File: src/rtl/operate_uart_sender_pkg.sv
// Shared definitions for the operate-code UART sender.
// Holds the operate code values shared with the button operate machine,
// the UART sender state encodings and the baud divisor helper.
package operate_uart_sender_pkg;

    localparam int unsigned BYTE_W = 8;

    // Operate codes on the op_data bus; IGNORE marks an idle cycle
    typedef enum logic [BYTE_W-1:0] {
        OPERATE_IGNORE   = 8'h00,
        OPERATE_GET      = 8'h01,
        OPERATE_PUT      = 8'h02,
        OPERATE_INTERACT = 8'h03,
        OPERATE_THROW    = 8'h04
    } operate_code_e;

    // UART sender states; PARITY is only reachable in the 8E1 build
    typedef enum logic [2:0] {
        ST_IDLE   = 3'd0,
        ST_START  = 3'd1,
        ST_DATA   = 3'd2,
        ST_PARITY = 3'd3,
        ST_STOP   = 3'd4
    } uart_state_e;

    // Bit period in clock cycles (integer divide)
    function automatic int unsigned baud_div(input int unsigned clk_hz, input int unsigned baud);
        return clk_hz / baud;
    endfunction

endpackage

File: src/rtl/operate_uart_sender_op_fifo.sv
// Synchronous FIFO queueing operate bytes for the UART sender.
// Pointers carry one extra wrap bit; full/empty are registered flags
// computed from the next pointer values.
// Ports:
//   clk, rst_n   clock, async active-low reset
//   push, din    write request and data (ignored when full unless popping)
//   pop, dout    read request and head-of-queue data (dout valid when !empty)
//   full, empty  registered occupancy flags
//   empty_nxt_c  combinational empty flag after the current edge
module operate_uart_sender_op_fifo #(
    parameter int unsigned WIDTH = 8,
    parameter int unsigned DEPTH = 4
) (
    input  logic             clk,
    input  logic             rst_n,
    input  logic             push,
    input  logic [WIDTH-1:0] din,
    input  logic             pop,
    output logic [WIDTH-1:0] dout,
    output logic             full,
    output logic             empty,
    output logic             empty_nxt_c
);

    localparam int unsigned AW = $clog2(DEPTH);
    localparam int unsigned PW = AW + 1;

    logic [WIDTH-1:0] mem [DEPTH];
    logic [PW-1:0]    wr_ptr;
    logic [PW-1:0]    rd_ptr;
    logic [PW-1:0]    wr_ptr_nxt;
    logic [PW-1:0]    rd_ptr_nxt;
    logic             do_push;
    logic             do_pop;
    logic             full_nxt;

    // A push into a full FIFO succeeds only when the head is freed this cycle
    assign do_pop      = pop & ~empty;
    assign do_push     = push & (~full | do_pop);
    assign wr_ptr_nxt  = wr_ptr + PW'(do_push);
    assign rd_ptr_nxt  = rd_ptr + PW'(do_pop);
    assign empty_nxt_c = (wr_ptr_nxt == rd_ptr_nxt);
    assign full_nxt    = (wr_ptr_nxt[AW] != rd_ptr_nxt[AW]) &&
                         (wr_ptr_nxt[AW-1:0] == rd_ptr_nxt[AW-1:0]);
    assign dout        = mem[rd_ptr[AW-1:0]];

    // Pointers and flags
    always_ff @(posedge clk or negedge rst_n) begin
        if (!rst_n) begin
            wr_ptr <= '0;
            rd_ptr <= '0;
            full   <= 1'b0;
            empty  <= 1'b1;
        end else begin
            wr_ptr <= wr_ptr_nxt;
            rd_ptr <= rd_ptr_nxt;
            full   <= full_nxt;
            empty  <= empty_nxt_c;
        end
    end

    // Storage; reads are combinational so a full push+pop reads the old head
    always_ff @(posedge clk) begin
        if (do_push) begin
            mem[wr_ptr[AW-1:0]] <= din;
        end
    end

endmodule

File: src/rtl/operate_uart_sender.sv
// Operate-code UART sender: queues every non-IGNORE op_data byte and sends
// it LSB-first on tx (8N1, or 8E1 when OPERATE_TX_PARITY_EN is defined).
// Ports:
//   clk, rst_n  clock, async active-low reset
//   op_data     operate code sampled every cycle; 8'h00 = no operation
//   tx          UART line, idle high
//   busy        frame in progress or bytes queued
//   fifo_full   FIFO holds FIFO_DEPTH bytes
//   drop_cnt    saturating count of bytes lost to a full FIFO
// Configuration macro: OPERATE_TX_PARITY_EN (even parity bit after data).
module operate_uart_sender
    import operate_uart_sender_pkg::*;
#(
    parameter int unsigned CLK_HZ     = 100_000_000,
    parameter int unsigned BAUD       = 9600,
    parameter int unsigned FIFO_DEPTH = 4
) (
    input  logic              clk,
    input  logic              rst_n,
    input  logic [BYTE_W-1:0] op_data,
    output logic              tx,
    output logic              busy,
    output logic              fifo_full,
    output logic [7:0]        drop_cnt
);

    localparam int unsigned DIV   = baud_div(CLK_HZ, BAUD);
    localparam int unsigned CNT_W = (DIV > 1) ? $clog2(DIV) : 1;
    localparam logic [CNT_W-1:0] CNT_LAST = CNT_W'(DIV - 1);

    uart_state_e       state;
    uart_state_e       state_nxt;
    logic [CNT_W-1:0]  baud_cnt;
    logic [CNT_W-1:0]  cnt_nxt;
    logic [2:0]        bit_idx;
    logic [2:0]        bit_nxt;
    logic [BYTE_W-1:0] shift;
    logic [BYTE_W-1:0] shift_nxt;
    logic              tx_nxt;
    logic              busy_nxt;
    logic              bit_done_c;
    logic              op_push_c;
    logic              pop_c;
    logic              drop_c;
    logic [BYTE_W-1:0] fifo_dout;
    logic              fifo_empty;
    logic              fifo_empty_nxt_c;
`ifdef OPERATE_TX_PARITY_EN
    logic              par_bit;
`endif

    assign op_push_c  = (op_data != OPERATE_IGNORE);
    assign bit_done_c = (baud_cnt == CNT_LAST);
    assign drop_c     = op_push_c & fifo_full & ~pop_c;

    operate_uart_sender_op_fifo #(
        .WIDTH (BYTE_W),
        .DEPTH (FIFO_DEPTH)
    ) u_op_fifo (
        .clk         (clk),
        .rst_n       (rst_n),
        .push        (op_push_c),
        .din         (op_data),
        .pop         (pop_c),
        .dout        (fifo_dout),
        .full        (fifo_full),
        .empty       (fifo_empty),
        .empty_nxt_c (fifo_empty_nxt_c)
    );

    // State register
    always_ff @(posedge clk or negedge rst_n) begin
        if (!rst_n) begin
            state <= ST_IDLE;
        end else begin
            state <= state_nxt;
        end
    end

    // Next state, baud/bit counters, shifter and line value
    always_comb begin
        state_nxt = state;
        cnt_nxt   = bit_done_c ? '0 : baud_cnt + CNT_W'(1);
        bit_nxt   = bit_idx;
        shift_nxt = shift;
        pop_c     = 1'b0;
        tx_nxt    = 1'b1;

        case (state)
            ST_IDLE: begin
                cnt_nxt = '0;
                if (!fifo_empty) begin
                    pop_c     = 1'b1;
                    shift_nxt = fifo_dout;
                    state_nxt = ST_START;
                end
            end
            ST_START: begin
                if (bit_done_c) begin
                    state_nxt = ST_DATA;
                end
            end
            ST_DATA: begin
                if (bit_done_c) begin
                    shift_nxt = {1'b0, shift[BYTE_W-1:1]};
                    bit_nxt   = bit_idx + 3'd1;
                    if (bit_idx == 3'd7) begin
`ifdef OPERATE_TX_PARITY_EN
                        state_nxt = ST_PARITY;
`else
                        state_nxt = ST_STOP;
`endif
                    end
                end
            end
`ifdef OPERATE_TX_PARITY_EN
            ST_PARITY: begin
                if (bit_done_c) begin
                    state_nxt = ST_STOP;
                end
            end
`endif
            ST_STOP: begin
                if (bit_done_c) begin
                    state_nxt = ST_IDLE;
                end
            end
            default: begin
                state_nxt = ST_IDLE;
                cnt_nxt   = '0;
            end
        endcase

        // Line is registered from the next state so it changes with the state
        case (state_nxt)
            ST_START: tx_nxt = 1'b0;
            ST_DATA:  tx_nxt = shift_nxt[0];
`ifdef OPERATE_TX_PARITY_EN
            ST_PARITY: tx_nxt = par_bit;
`endif
            default:  tx_nxt = 1'b1;
        endcase

        busy_nxt = (state_nxt != ST_IDLE) | ~fifo_empty_nxt_c;
    end

    // Datapath and output registers
    always_ff @(posedge clk or negedge rst_n) begin
        if (!rst_n) begin
            baud_cnt <= '0;
            bit_idx  <= '0;
            shift    <= '0;
            tx       <= 1'b1;
            busy     <= 1'b0;
            drop_cnt <= '0;
        end else begin
            baud_cnt <= cnt_nxt;
            bit_idx  <= bit_nxt;
            shift    <= shift_nxt;
            tx       <= tx_nxt;
            busy     <= busy_nxt;
            if (drop_c && (drop_cnt != 8'hFF)) begin
                drop_cnt <= drop_cnt + 8'd1;
            end
        end
    end

`ifdef OPERATE_TX_PARITY_EN
    // Even parity of the byte, captured when it leaves the FIFO
    always_ff @(posedge clk or negedge rst_n) begin
        if (!rst_n) begin
            par_bit <= 1'b0;
        end else if (pop_c) begin
            par_bit <= ^fifo_dout;
        end
    end
`endif

endmodule
File: config.mk
export PLATFORM = sky130hd
export DESIGN_NAME = operate_uart_sender
export DESIGN_NICKNAME = d
export VERILOG_FILES = /design/src/rtl/operate_uart_sender_pkg.sv /design/src/rtl/operate_uart_sender_op_fifo.sv /design/src/rtl/operate_uart_sender.sv
export SDC_FILE = /design/constraint.sdc
export NUM_CORES = 1
export LEC_CHECK = 0
export CAP_MARGIN = 10
export CORE_ASPECT_RATIO = 1.25
export CORE_UTILIZATION = 41
export CTS_CLUSTER_SIZE = 30
export DETAILED_ROUTE_END_ITERATION = 8
export MAX_ROUTING_LAYER = met4
export PLACE_DENSITY = 0.7
export SYNTH_ARGS = -nofsm -noshare
export SYNTH_HDL_FRONTEND = slang
export SYNTH_SLANG_ARGS = --single-unit
File: constraint.sdc
create_clock -name clk -period 5 [get_ports clk]
set_clock_uncertainty 0.05 [all_clocks]
set_input_delay 1 -clock clk [delete_from_list [all_inputs] [get_ports clk]]
set_output_delay 1 -clock clk [all_outputs]
set_load 0.01 [all_outputs]
=== Word-level counts from Yosys, hierarchy flattened ===
Memories as Yosys holds them, arrays and structs flattened.
Index checks and enable logic that the tools add are counted.
W data, S select, Z words.

* Memories kept: 1
* Bits in read-only memories: 0
* Input bits: 10
* Logic and storage cells: 66
* Bits in latches: 0
* Bits in writable memories: 32
* Register bits: 46

* Reduce and logical (&&, ||, !) cells: 9
* Add/subtract/negate cells: 5
* Order comparisons: 0
* Multiplexer cells: 16
* Bitwise gates (word level): 10
* Divide/modulo/power cells: 0
* Eq/ne operators: 13
* $mul: 0
* Shift-type cells: 0

{| class="wikitable"
|+ Memories
! memory !! words !! width !! rd ports !! clocked after Yosys merged registers in !! wr ports !! RTL line !! text
|-
| u_op_fifo.mem || 4 || 8 || 1 || 0 || 1 || operate_uart_sender_op_fifo.sv:28 || <nowiki>logic [WIDTH-1:0] mem [DEPTH];</nowiki>
|}

{| class="wikitable"
|+ Operators with widths
! kind !! number
|-
| $mux W14 || 2
|-
| $mux W8 || 2
|-
| $pmux W8 S2 || 1
|-
| $mux W3 || 5
|-
| $add A14 B1 Y14 const B || 1
|-
| $eq A14 B14 Y1 const B || 1
|-
| $pmux W3 S4 || 1
|-
| $add A8 B1 Y8 const B || 1
|-
| $ne A8 B8 Y1 const B || 1
|-
| $reduce_bool A8 Y1 || 1
|-
| $add A3 B1 Y3 || 2
|-
| $eq A3 B1 Y1 const B || 2
|-
| $eq A3 B2 Y1 const B || 2
|-
| $eq A3 B3 Y1 const B || 2
|-
| $and A1 B1 Y1 || 4
|-
| $mux W1 || 4
|-
| $ne A2 B2 Y1 const B || 2
|-
| $not A1 Y1 || 4
|-
| $add A3 B1 Y3 const B || 1
|-
| $eq A3 B3 Y1 || 1
|-
| $logic_not A3 Y1 || 1
|-
| $reduce_and A3 Y1 || 1
|-
| $reduce_bool A3 Y1 || 1
|-
| $reduce_or A3 Y1 || 1
|-
| 7 further kinds || 9
|}

=== Logic depth before layout (Yosys ltp) ===
* Depth in word-level cells: 9
* Depth in mapped cells: 10

=== Modules after synthesis ===
A second synthesis with hierarchy kept.

* Cells, all modules: 240
* Area, all modules: 3304.4 um^2

{| class="wikitable"
|+ Modules (own cells, without submodules)
! module !! area an instance (um^2) !! cells an instance !! instances !! sequential area each (um^2)
|-
| operate_uart_sender || 1757.9 || 168 || 1 || 952.2
|-
| operate_uart_sender_op_fifo || 1546.5 || 72 || 1 || 1162.4
|}

=== Worst setup path before layout ===
Ideal clock, no wire load.

* Path type: input-to-reg
* Start: input port op_data[1]
* End: register busy
* Setup slack: 1.989 ns
* Library setup time: 0.139 ns
* Path buffers: 0
* Data arrival time: 2.823 ns
* Required time: 4.811 ns
* Cell stages on the path: 10
* Cells stage by stage: nor4_1 -> nand2_1 -> o21ai_0 -> inv_1 -> ha_1 -> ha_1 -> xnor2_1 -> nand2_1 -> nor2_1 -> or4b_1

* Cells in the longest elaborated chain, start to end: 6

{| class="wikitable"
|+ Ends and longest elaborated chain
! element !! RTL line !! text
|-
| start, declared || operate_uart_sender.sv:20 || <nowiki>input logic [BYTE_W-1:0] op_data,</nowiki>
|-
| $reduce_bool A8 Y1 || operate_uart_sender.sv:52 || <nowiki>assign op_push_c = (op_data != OPERATE_IGNORE);</nowiki>
|-
| $and A1 B1 Y1 || operate_uart_sender_op_fifo.sv:39 || <nowiki>assign do_push = push & (~full | do_pop);</nowiki>
|-
| $add A3 B1 Y3 || operate_uart_sender_op_fifo.sv:40 || <nowiki>assign wr_ptr_nxt = wr_ptr + PW'(do_push);</nowiki>
|-
| via u_op_fifo.wr_ptr_nxt[1] || operate_uart_sender_op_fifo.sv:31 || <nowiki>logic [PW-1:0] wr_ptr_nxt;</nowiki>
|-
| $eq A3 B3 Y1 || operate_uart_sender_op_fifo.sv:42 || <nowiki>assign empty_nxt_c = (wr_ptr_nxt == rd_ptr_nxt);</nowiki>
|-
| via fifo_empty_nxt_c || operate_uart_sender.sv:47 || <nowiki>logic fifo_empty_nxt_c;</nowiki>
|-
| $not A1 Y1 || operate_uart_sender.sv:144 || <nowiki>busy_nxt = (state_nxt != ST_IDLE) | ~fifo_empty_nxt_c;</nowiki>
|-
| $or A1 B1 Y1 || operate_uart_sender.sv:144 ||
|-
| via busy_nxt || operate_uart_sender.sv:40 || <nowiki>logic busy_nxt;</nowiki>
|-
| end signal, assigned || operate_uart_sender.sv:161 || <nowiki>busy <= busy_nxt;</nowiki>
|-
| end, declared || operate_uart_sender.sv:22 || <nowiki>output logic busy,</nowiki>
|}

The timed path passes the listed nets, and every way through them passes these cells.
A chain may end at the register's enable or synchronous reset.

=== Worst setup path after layout ===
Same ends and word-level chain as after synthesis.

==> results.json <==
{
  "final.period_utilization_pct": 68.5,
  "synth_cell_types": 42,
  "wl_microns": 5680,
  "synth_largest_area_cell": "dfrtp_1",
  "syn_area_sq_um": 3370,
  "p_sw_share_pct": 26.8,
  "worstSetupPathType": "input port to register",
  "initial_core_util_pct": 42.8,
  "postCtsHoldBufs": 0,
  "utilization_pct": 48.6,
  "cts-root-buf": "clkbuf_8",
  "drtAntennaViolNets": 0,
  "clock_path_buffers": 2,
  "htree_levels": 3,
  "p_seq_share_pct": 56.1,
  "maxSlewViolCount": 0,
  "grt_pass1_vias": 1892,
  "final_hold_viol_count": 0,
  "worstMarginPinSlew_ns": 0.991,
  "grt_overflow": 0,
  "critical_path_required_ns": 5.16,
  "endpoint_kind": "register",
  "min_path_type": "register to register",
  "cellPowerDensity_nw_per_um2": 402,
  "slew-limit-headroom_pct": 34.0,
  "hold_ws_ns": 0.432,
  "p_leak_uw": 0.00151,
  "yosys_warnings": 0,
  "rows": 36,
  "status": "finished clean",
  "finalSetupViolCount": 0,
  "post_cts_buffers": 0,
  "max_cap_violations": 0,
  "p_clk_share_pct": 24.8,
  "cts_resized": 0,
  "dieArea_sq_um": 8590,
  "postSynthCellCount": 237,
  "nets": 283,
  "cts.sinks": 78,
  "syn_area_per_cell_sq_um": 14.2,
  "p_switching_uw": 412,
  "clkLatencyLatePin_ns": 0.35,
  "yosysSeqAreaShare_pct": 62.7,
  "drcViolationCount": 0,
  "dpl.hpwl_microns": 3950,
  "comb_power_share_pct": 19.1,
  "yosys-top-cells-area": "dfrtp_1 (33%), edfxtp_1 (29%), mux4_2 (5.3%)",
  "r2r_cells": 10,
  "drt-vias-per-instance": 5.28,
  "syn-num-nets": 255,
  "min_period_ns": 3.42,
  "drtPass1Iterations": 4,
  "async_flop_share_pct": 59.0,
  "num_vias": 1929,
  "mostFrequentLayoutCells": "dfrtp_1 (44), edfxtp_1 (32), clkdlybuf4s50_1 (19)",
  "crit_arrival_ns": 3.59,
  "final_common_cell": "dfrtp_1",
  "synth_edf_count": 32,
  "io_buffers": 20,
  "core_area_sq_um": 7880,
  "rsz0062_at_grt": "no",
  "hold_depth": 1,
  "drive_gt1_share_pct": 13.3,
  "ios": 21,
  "cts_buffers": 9,
  "ys_ff_latch": 78,
  "drt_iter0_drc": 100,
  "grt_start_max_net_pins": 47,
  "start_kind": "input port",
  "grt_usage_pct": 14.9,
  "gp_congestion": 0.772,
  "area_growth_pct": 13.6,
  "grt_pass1_wl_microns": 9170,
  "internal_power_uw": 1130,
  "wl_per_cell_microns": 15.6,
  "ir_drop_v": 0.000265,
  "yosys.area.top_type_share_pct": 32.7,
  "path_max_fanout": 5,
  "fmax_mhz": 292,
  "tritoncts": "built",
  "antenna-diode-count": 0,
  "die_h_microns": 103,
  "clk_pin_slew_worst_paths_ns": 0.07,
  "die_w_microns": 83.1,
  "antenna_found_initial": 0,
  "synthFlopType": "dfrtp_1",
  "tns_ns": 0
}
[layer usage]
layer	wire length [microns]	up-vias	GRT usage [%]
li1	-	936	-
met1	2550	964	16.9
met2	2860	24	24.2
met3	172	5	5.24
met4	89	0	6.37
met5	0	-	-
[cells by family (layout without fill, tap and decap cells)]
logic type                 count (synthesis)  count (layout)  share of synthesized area [%]
adders and majority gates                  8               8                           2.97
buffers and inverters                     12              45                           1.45
DFF                                       78              78                           62.7
AOI/OAI and AO/OA                         18              18                           3.90
and+or+nand+nor                           85              85                           16.0
muxes                                     13              13                           6.94
xor gates and xnor gates                  23              23                           5.98
[worst max-delay path, cell delays in order]
cell and delay [ns]:
clkdlybuf4s50_1 0.47, nor4_1 0.45, nand2_1 0.10, o21ai_0 0.15, inv_1 0.11, ha_1 0.20
ha_1 0.19, xor2_1 0.23, xnor2_1 0.12, nor2_1 0.11, or4b_1 0.44
[sequential cells by signal (all words and copies together), names as in the netlist, 3 cells and up]
signal,count
u_op_fifo.rd_ptr,3
shift,8
u_op_fifo.mem,32
state,3
u_op_fifo.wr_ptr,3
baud_cnt,14
bit_idx,3
drop_cnt,8
[final timing paths]
check                                        from  slack, ns                     end
max                                    op_data[1]       1.58          busy$_DFF_PN0_
min                        bit_idx[0]$_DFFE_PN0P_       0.43  bit_idx[0]$_DFFE_PN0P_
max reg2reg                    state[0]$_DFF_PN0_       1.89          busy$_DFF_PN0_
min reg2reg                bit_idx[0]$_DFFE_PN0P_       0.43  bit_idx[0]$_DFFE_PN0P_
max in group asynchronous                   rst_n       3.52      state[2]$_DFF_PN0_
min in group asynchronous                   rst_n       0.76  baud_cnt[11]$_DFF_PN0_
[power by group through the flow]
stage | clock network, uW | logic, uW | registers, uW
after CTS | 393 | 300 | 865
after detailed placement | 0 | 298 | 878
final | 382 | 293 | 864
after floorplan | 0 | 172 | 871
after global routing | 418 | 323 | 876
after global placement | 0 | 293 | 871
[synth_stat cells, drive strengths merged, types with 8 or more instances]
cell and number:
nand3 9, mux4 8, ha 8, and2 9, xor2 10, nor2 17, edfxtp 32, nand4 8
nand2 12, xnor2 13, dfrtp 44
[cell type report]
type                    instances  area [sq um]
flip-flops and latches         78          2110
clock inverters                 4          16.3
fillers                       696          4050
inverters                       7          26.3
multi-input cells             147          1210
repair buffers                 22           210
clock buffers                  12           135
well taps                      95           119
[through the flow]
| stage | total power [uW] | setup WS [ns] | instances | cell area (sq um) |
|---|---|---|---|---|
| final | 1540 | 1.58 | 365 | 3830 |
| after global routing | 1620 | 1.33 | 365 | 3830 |
| after CTS | 1560 | 1.57 | 365 | 3830 |
| after detailed placement | 1180 | 1.20 | 349 | 3680 |
| after global placement | 1160 | 1.24 | 349 | 3680 |
| after floorplan | 1040 | 1.99 | 237 | 3370 |
Note: power is estimated with default switching activity, not from simulation.
